$ cat config.mk
export PLATFORM = sky130hd
export DESIGN_NAME = pipelined_adder_flat
export DESIGN_NICKNAME = d
export VERILOG_FILES = /design/src/rtl/adder_pkg.sv /design/src/rtl/pipelined_adder_if.sv /design/src/rtl/adder_seg.sv /design/src/rtl/pipelined_adder.sv /design/src/flat_wrapper.sv
export SDC_FILE = /design/constraint.sdc
export NUM_CORES = 1
export LEC_CHECK = 0
export BUFFER_PORTS_ARGS = -buffer_cell sky130_fd_sc_hd__buf_2
export CAP_MARGIN = 20
export CORE_UTILIZATION = 56
export DETAILED_ROUTE_END_ITERATION = 6
export GPL_TIMING_DRIVEN = 0
export PLACE_DENSITY_LB_ADDON = 0.08
export SYNTH_ARGS = -nofsm -noshare
export SYNTH_HDL_FRONTEND = slang
export SYNTH_SLANG_ARGS = --single-unit
$ cat constraint.sdc
create_clock -name clk -period 2.3 [get_ports clk]
set_clock_uncertainty 0.05 [all_clocks]
set_input_delay 0.46 -clock clk [delete_from_list [all_inputs] [get_ports clk]]
set_output_delay 0.46 -clock clk [all_outputs]
set_load 0.03 [all_outputs]
$ cat src/rtl/adder_pkg.sv
// Shared types, defaults and helpers for the segmented pipelined adder.
package adder_pkg;

    localparam int unsigned DEF_WIDTH = 8;
    localparam int unsigned DEF_SEG_W = 4;

    typedef enum logic {
        OP_ADD = 1'b0,
        OP_SUB = 1'b1
    } op_e;

    // Pipeline depth: one registered segment per stage.
    function automatic int unsigned seg_count(input int unsigned width, input int unsigned seg_w);
        return width / seg_w;
    endfunction

endpackage

$ cat src/rtl/pipelined_adder_if.sv
// Operand/result valid-ready bundle of the pipelined adder.
interface pipelined_adder_if #(
    parameter int unsigned WIDTH = adder_pkg::DEF_WIDTH
);
    logic             in_valid;
    logic             in_ready;
    logic [WIDTH-1:0] a;
    logic [WIDTH-1:0] b;
    logic             cin;
    logic             sub;
    logic             out_valid;
    logic             out_ready;
    logic [WIDTH-1:0] sum;
    logic             cout;
    logic             ovf;

    modport master (
        output in_valid, a, b, cin, sub, out_ready,
        input  in_ready, out_valid, sum, cout, ovf
    );

    modport slave (
        input  in_valid, a, b, cin, sub, out_ready,
        output in_ready, out_valid, sum, cout, ovf
    );

endinterface

$ cat src/rtl/adder_seg.sv
// One registered SEG_W-bit slice of the carry chain.
module adder_seg #(
    parameter int unsigned SEG_W = adder_pkg::DEF_SEG_W
) (
    input  logic             clk,
    input  logic             rst,
    input  logic             en_i,
    input  logic [SEG_W-1:0] a_i,
    input  logic [SEG_W-1:0] b_i,
    input  logic             c_i,
    output logic [SEG_W-1:0] sum_o,
    output logic             c_o
);

    localparam int unsigned RW = SEG_W + 1;

    logic [RW-1:0]    res_d;
    logic [SEG_W-1:0] sum_q;
    logic             c_q;

    assign res_d = RW'(a_i) + RW'(b_i) + RW'(c_i);

    always_ff @(posedge clk or posedge rst) begin
        if (rst) begin
            sum_q <= '0;
            c_q   <= 1'b0;
        end else if (en_i) begin
            sum_q <= res_d[SEG_W-1:0];
            c_q   <= res_d[SEG_W];
        end
    end

    assign sum_o = sum_q;
    assign c_o   = c_q;

endmodule

$ cat src/rtl/pipelined_adder.sv
// Add/subtract with the carry chain split into registered segments; the whole
// pipeline freezes while a result is stalled at the output.
module pipelined_adder
    import adder_pkg::*;
#(
    parameter int unsigned WIDTH = DEF_WIDTH,
    parameter int unsigned SEG_W = DEF_SEG_W
) (
    input logic              clk,
    input logic              rst,
    pipelined_adder_if.slave bus
);

    localparam int unsigned NUM_SEG = seg_count(WIDTH, SEG_W);

    if ((WIDTH % SEG_W) != 0) begin : g_bad_cfg
        $fatal(1, "pipelined_adder: WIDTH must be a multiple of SEG_W");
    end

    op_e              op;
    logic             stall_c;
    logic             adv;
    logic [WIDTH-1:0] b_eff;
    logic             c0;
    logic [NUM_SEG-1:0] vld_q;
    logic             am_q;
    logic             bm_q;

    assign stall_c      = vld_q[NUM_SEG-1] & ~bus.out_ready;
    assign adv          = ~stall_c;
    assign bus.in_ready = adv;

    // Subtraction is a + ~b + 1; cin only matters when adding.
    assign op    = op_e'(bus.sub);
    assign b_eff = (op == OP_SUB) ? ~bus.b : bus.b;
    assign c0    = (op == OP_SUB) ? 1'b1 : bus.cin;

    if (NUM_SEG == 1) begin : g_vld1
        always_ff @(posedge clk or posedge rst) begin
            if (rst) begin
                vld_q <= '0;
            end else if (adv) begin
                vld_q <= bus.in_valid;
            end
        end
    end else begin : g_vldn
        always_ff @(posedge clk or posedge rst) begin
            if (rst) begin
                vld_q <= '0;
            end else if (adv) begin
                vld_q <= {vld_q[NUM_SEG-2:0], bus.in_valid};
            end
        end
    end

    for (genvar s = 0; s < NUM_SEG; s++) begin : g_st
        localparam int unsigned RW = (NUM_SEG - s) * SEG_W;

        // Operand segments s..NUM_SEG-1 of the op currently at this stage.
        logic [RW-1:0]            a_rest;
        logic [RW-1:0]            b_rest;
        logic                     c_in;
        logic [SEG_W-1:0]         seg_sum;
        logic                     seg_c;
        logic [(s+1)*SEG_W-1:0]   done;

        if (s == 0) begin : g_src
            assign a_rest = bus.a;
            assign b_rest = b_eff;
            assign c_in   = c0;
        end else begin : g_src
            assign a_rest = g_st[s-1].g_skew.a_hi_q;
            assign b_rest = g_st[s-1].g_skew.b_hi_q;
            assign c_in   = g_st[s-1].seg_c;
        end

        adder_seg #(
            .SEG_W (SEG_W)
        ) u_seg (
            .clk   (clk),
            .rst   (rst),
            .en_i  (adv),
            .a_i   (a_rest[SEG_W-1:0]),
            .b_i   (b_rest[SEG_W-1:0]),
            .c_i   (c_in),
            .sum_o (seg_sum),
            .c_o   (seg_c)
        );

        if (s < NUM_SEG - 1) begin : g_skew
            logic [RW-SEG_W-1:0] a_hi_q;
            logic [RW-SEG_W-1:0] b_hi_q;

            always_ff @(posedge clk or posedge rst) begin
                if (rst) begin
                    a_hi_q <= '0;
                    b_hi_q <= '0;
                end else if (adv) begin
                    a_hi_q <= a_rest[RW-1:SEG_W];
                    b_hi_q <= b_rest[RW-1:SEG_W];
                end
            end
        end else begin : g_msb
            // Operand MSBs travel with the top segment for overflow detection.
            always_ff @(posedge clk or posedge rst) begin
                if (rst) begin
                    am_q <= 1'b0;
                    bm_q <= 1'b0;
                end else if (adv) begin
                    am_q <= a_rest[RW-1];
                    bm_q <= b_rest[RW-1];
                end
            end
        end

        if (s == 0) begin : g_done
            assign done = seg_sum;
        end else begin : g_done
            // Lower sum segments delayed to line up with this stage's segment.
            logic [s*SEG_W-1:0] lo_q;

            always_ff @(posedge clk or posedge rst) begin
                if (rst) begin
                    lo_q <= '0;
                end else if (adv) begin
                    lo_q <= g_st[s-1].done;
                end
            end

            assign done = {seg_sum, lo_q};
        end
    end

    assign bus.out_valid = vld_q[NUM_SEG-1];
    assign bus.sum       = g_st[NUM_SEG-1].done;
    assign bus.cout      = g_st[NUM_SEG-1].seg_c;
    assign bus.ovf       = (am_q == bm_q) & (g_st[NUM_SEG-1].seg_sum[SEG_W-1] != am_q);

endmodule

$ cat src/flat_wrapper.sv
// flat-port wrapper written by rule: the top's interface ports become plain ports
module pipelined_adder_flat import adder_pkg::*;
#(
    parameter int unsigned WIDTH = DEF_WIDTH,
    parameter int unsigned SEG_W = DEF_SEG_W
)
  (clk, rst, bus_in_valid, bus_a, bus_b, bus_cin, bus_sub, bus_out_ready, bus_in_ready, bus_out_valid, bus_sum, bus_cout, bus_ovf);
  pipelined_adder_if #(.WIDTH(WIDTH)) bus_i ();
  input logic clk;
  input logic rst;
  input wire logic [$bits(bus_i.in_valid)-1:0] bus_in_valid;
  input wire logic [$bits(bus_i.a)-1:0] bus_a;
  input wire logic [$bits(bus_i.b)-1:0] bus_b;
  input wire logic [$bits(bus_i.cin)-1:0] bus_cin;
  input wire logic [$bits(bus_i.sub)-1:0] bus_sub;
  input wire logic [$bits(bus_i.out_ready)-1:0] bus_out_ready;
  output wire logic [$bits(bus_i.in_ready)-1:0] bus_in_ready;
  output wire logic [$bits(bus_i.out_valid)-1:0] bus_out_valid;
  output wire logic [$bits(bus_i.sum)-1:0] bus_sum;
  output wire logic [$bits(bus_i.cout)-1:0] bus_cout;
  output wire logic [$bits(bus_i.ovf)-1:0] bus_ovf;
  assign bus_i.in_valid = bus_in_valid;
  assign bus_i.a = bus_a;
  assign bus_i.b = bus_b;
  assign bus_i.cin = bus_cin;
  assign bus_i.sub = bus_sub;
  assign bus_i.out_ready = bus_out_ready;
  assign bus_in_ready = bus_i.in_ready;
  assign bus_out_valid = bus_i.out_valid;
  assign bus_sum = bus_i.sum;
  assign bus_cout = bus_i.cout;
  assign bus_ovf = bus_i.ovf;
  pipelined_adder #(.WIDTH(WIDTH), .SEG_W(SEG_W)) u_core (.clk(clk), .rst(rst), .bus(bus_i));
endmodule
; ---- Yosys cells after proc, flatten, opt, wreduce, memory -nomap -nowiden
; Index checks and enable logic that the tools add are counted.
; W data, S select, Z words.
[totals]
reg_bits = 26
inputBits = 22
out_inout_bits = 12
word_cells = 23
[classes]
addsub = 4
eq_ne = 2
muxes = 2
n_bitwise = 5
[op_table]
columns = op, n
row1 = $add A4 B4 Y5, 2
row2 = $add A5 B1 Y5, 2
row3 = $mux W8, 1
row4 = $not A8 Y8, 1
row5 = $and A1 B1 Y1, 2
row6 = $not A1 Y1, 2
row7 = $eq A1 B1 Y1, 1
row8 = $mux W1, 1
row9 = $ne A1 B1 Y1, 1

; ---- Longest topological paths before layout
[logic_depth]
word_depth = 4
depth_mapped = 7

; ---- Modules after synthesis
; A second synthesis with hierarchy kept.
[hier_totals]
hier_cells = 113
area_unflattened_um2 = 1460.2
[by_module_without_submodules]
columns = module, instances, cells_each, area_per_inst_um2, seq_area_each_um2
row1 = pipelined_adder, 1, 49, 752.0, 400.4
row2 = adder_seg, 2, 32, 354.1, 125.1

; ---- Least setup slack after synthesis
; No wires, ideal clock.
[synth_path]
kind = input -> register
from = input bus_sub
to = register u_core.g_st[0].u_seg.c_q
setup_time_ps = 122
arrival_ps = 2122
required_time_ps = 2128
path_slack_ps = 6
stages = 7
path_buffers = 1
cell_sequence = buf_4 or2_2 fa_1 fa_1 a21o_1 a21oi_1 a21oi_2
[synth_between]
elab_chain_cells = 3
word_cells_on_any_way = 4
cone_classes = 2 x add/sub / 2 x mux
[synth_rtl]
columns = item, line
row1 = start: declaration, flat_wrapper.sv:15  ; input wire logic [$bits(bus_i.sub)-1:0] bus_sub;
row2 = $mux W8, pipelined_adder.sv:35  ; assign b_eff = (op == OP_SUB) ? ~bus.b : bus.b;
row3 = $add A4 B4 Y5, adder_seg.sv:21  ; assign res_d = RW'(a_i) + RW'(b_i) + RW'(c_i);
row4 = $add A5 B1 Y5 (*), adder_seg.sv:21
row5 = end signal: assignment, adder_seg.sv:29  ; c_q <= res_d[SEG_W];
row6 = end: declaration, adder_seg.sv:19  ; logic c_q;
; Mark *: on every way between the ends. The rest lies on a longest branch, timed or not.
; A chain may end at the register's enable or synchronous reset.

; ---- Worst setup path after layout
; Ends and elaborated chain as after synthesis.

==> summary.md <==
| Metric | Value |
|---|---|
| Number of nets in the layout | `~210` |
| Synth top area cells | `dfrtp_1 (48%), nand2_1 (14%), fa_1 (5.9%)` |
| Count of inserted antenna diode cells | `0` |
| Number of hold-slack violations in the final timing report | `0` |
| Shortest clock period the worst path allows after layout | `about 2.0 ns` |
| Placed instance area | `1550 um^2` |
| Sequential-to-total area share from yosys stat | `48.0%` |
| Sequence of cells on the critical path | `buf_4 > or2_2 > fa_1 > fa_1 > a21o_1 > a21oi_1 > a21oi_2` |
| FF+latch count, synth | `26` |
| Worst-skew pair later-pin latency | `0.32 ns` |
| Antenna Nets Post-Route | `0` |
| Half-perimeter wire length of the detailed placement result | `between 1500 and 2000 um` |
| Number of global-route vias before repair | `just under 1,000` |
| Number of rows in the core area | `17` |
| Die Outline Area | `about 2600 um^2` |
| Highest-count cells in the layout ignoring fill and taps | `nand2_1 (49), buf_2 (32), dfrtp_1 (26)` |
| Starting density of the core | `roughly 60%` |
| Final instance area | `around 1600 um^2` |
| Crit path DAT | `2.22 ns` |
| Proportion of layout cells with a drive suffix above 1 | `between 20 and 30%` |
| Final setup slack of the worst path | `around 0.26 ns` |
| Final worst hold slack | `~0.27 ns` |
| Die outline width | `51.2 um` |
| Total of fill cells in the finished design | `182` |
| Drt pass-1 iters | `4` |
| Period utilisation layout | `88.8%` |
| Cell taking the most area after synthesis | `dfrtp_1` |
| Maximum Capacitance Violations | `0` |
| Cell type of the slowest stage on the worst timing path | `fa_1` |
| Clock root buffer | `clkbuf_4` |
| Crit. End Element | `flip-flop` |
| Reg2reg path depth | `5` |
| Avg Inst Size Synth | `between 9 and 10 um^2` |
| Vertical die dimension | `51.2 um` |
| Drt first-iter violations | `16` |
| Critical path start-end classification | `input port to flip-flop` |
| Clock sink count | `26` |
| Buffers from clock root to sink, at most | `2` |
| Critical Path Source Type | `input port` |
| GRT Overall Usage | `21.1%` |
| Number of input and output port buffers inserted | `32` |
| Setup fix buffers added after clock tree synthesis | `0` |
| Number of antenna violations at the first check in global routing | `0` |
| Number of buffers inserted during clock tree synthesis | `3` |
| Power per Cell Area | `around 900 nW/um^2` |
| Leakage | `approximately 0.86 nW` |
| Top cell type's share of synthesized area | `~48%` |
| Congestion Overflow GR | `0` |
| Clk slew on worst S/H paths | `approximately 0.14 ns` |
| RSZ-0062 raised after global routing | `no` |
| Count of vias placed by the detailed router | `1,029` |
| Clock tree from TritonCTS | `done` |
| Core region area | `about 2300 um^2` |
| Register-to-register setup slack | `roughly 0.67 ns` |
| Worst slew slack as a fraction of its limit | `between 80% and 90%` |
| Layout Area Growth over Synthesis | `19.8%` |
| Most Frequent Cell on Critical Path | `fa_1` |
| Routability cong. | `between 0.7 and 0.8` |
| Synthesized Nets | `170` |
| Most common cell after layout, fill and taps aside | `nand2_1` |
| Via density | `slightly above 5` |
| Per-cell routed wire length | `about 12 um` |
| Total wire length after detailed routing | `approximately 2500 um` |
| Unique cell type count in the Yosys netlist | `21` |
| Transition time at the pin with the least slew margin | `0.289 ns` |
| WHS Path Cells | `3` |
| Outcome | `completed` |
| CP Data Required Time | `approximately 2.5 ns` |
| Max Transition Viols Final | `0` |
| Highest clock rate | `just under 500 MHz` |
| Number of remaining DRC errors | `0` |
| Peak supply drop | `0.000644 V` |
| Number of H-tree levels | `1` |
| Pre-CTS setup slack | `-0.0977 ns` |
| First-pass GRT wire length | `around 4000 um` |
| Hold WC Path Type | `input port to flip-flop` |
| Post-synthesis instance area | `approximately 1400 um^2` |
| Warnings, synthesis | `0` |
| Setup-violating endpoint count in the final report | `0` |
| Largest net degree at the start of global routing | `27` |
| Synthesized instance count | `about 140` |
| Maximum fanout encountered on the critical timing path | `9` |
| I/O pins | `34` |
| Critical Path Max Stage Delay | `just over 0.4 ns` |
## path summary, 6_finish.rpt
path / startpoint / to
max: bus_sub / u_core.g_st[0].u_seg.c_o$_DFFE_PP0N_
min: bus_in_valid / u_core.vld_q[0]$_DFFE_PP0N_
max reg2reg: u_core.g_st[0].g_skew.b_hi_q[0]$_DFFE_PP0N_ / u_core.g_st[1].u_seg.sum_o[3]$_DFFE_PP0N_
min reg2reg: u_core.g_st[1].g_done.lo_q[1]$_DFFE_PP0N_ / u_core.g_st[1].g_done.lo_q[1]$_DFFE_PP0N_
max in group asynchronous: rst / u_core.g_st[1].g_done.lo_q[2]$_DFFE_PP0N_
min in group asynchronous: rst / u_core.vld_q[0]$_DFFE_PP0N_
## flip-flops by register name, summed over array words and instances (netlist names)
signal                     cells
u_core.am_q                    1
u_core.bm_q                    1
u_core.g_st.g_done.lo_q        4
u_core.g_st.g_skew.a_hi_q      4
u_core.g_st.g_skew.b_hi_q      4
u_core.g_st.u_seg.c_o          2
u_core.g_st.u_seg.sum_o        8
u_core.vld_q                   2
## cells in the mapped netlist (all sizes together)
| cell type | n |
|---|---|
| nor2b | 2 |
| inv | 5 |
| a21oi | 7 |
| fa | 4 |
| dfrtp | 26 |
| nand2 | 49 |
| buf | 6 |
| ha | 6 |
| nand2b | 1 |
| nor2 | 6 |
| or2 | 1 |
| xnor2 | 4 |
| o21ai | 10 |
| xor2 | 8 |
| a21o | 3 |
## power by group
part           total (mW)  internal [mW]  switching (mW)
clock network       0.235         0.0969           0.138
logic               0.579          0.217           0.362
registers           0.647          0.576          0.0710
## stage by stage
| step | TNS (ns) | total power [mW] | cells | util [%] |
|---|---|---|---|---|
| after floorplan | 0 | 1.07 | 138 | - |
| after global placement | -0.0721 | 1.21 | 198 | 68.8 |
| after detailed placement | -0.0977 | 1.23 | 198 | 68.8 |
| after CTS | 0 | 1.46 | 202 | 70.4 |
| after global routing | 0 | 1.55 | 204 | 72.1 |
| final | 0 | 1.46 | 204 | 72.1 |
## timing repair
action	4_1_cts	5_1_grt
hold buffers	0	1
gates resized for setup	0	0
hold endpoints to repair	0	4
## critical path: cells and delay by family
kind            cells  cell delay (ns)
compound gates      3             0.45
buf+inv             1             0.16
fa+ha+maj           2             0.82
simple gates        1             0.32
## layout make-up
cell class / instances / area [um^2] / share of cell area (%)
flip-flops and latches: 26 / 651 / 40.0
multi-input cells: 101 / 626 / 38.5
repair buffers: 34 / 198 / 12.2
plain buffers: 6 / 56.3 / 3.46
clock buffers: 4 / 36.3 / 2.23
well taps: 28 / 35.0 / 2.16
inverters: 5 / 23.8 / 1.46
## kinds of logic after synthesis
group | Yosys count | synth area share (%)
AO/OA/AOI/OAI | 20 | 9.32
flip-flops | 26 | 48.0
XOR/XNOR | 12 | 7.75
adder cells (fa/ha/maj) | 10 | 11.4
AND/OR/NAND/NOR | 59 | 17.6
buffers and inverters | 11 | 5.90
## per-layer routing
metal	vias up	track usage [%]	share of wire, %
met5	-	0	0
li1	506	-	-
met4	0	8.56	0.94
met3	4	4.76	4.4
met2	28	37.3	52
met1	491	24.5	43
Note: power is estimated with default switching activity, not from simulation.
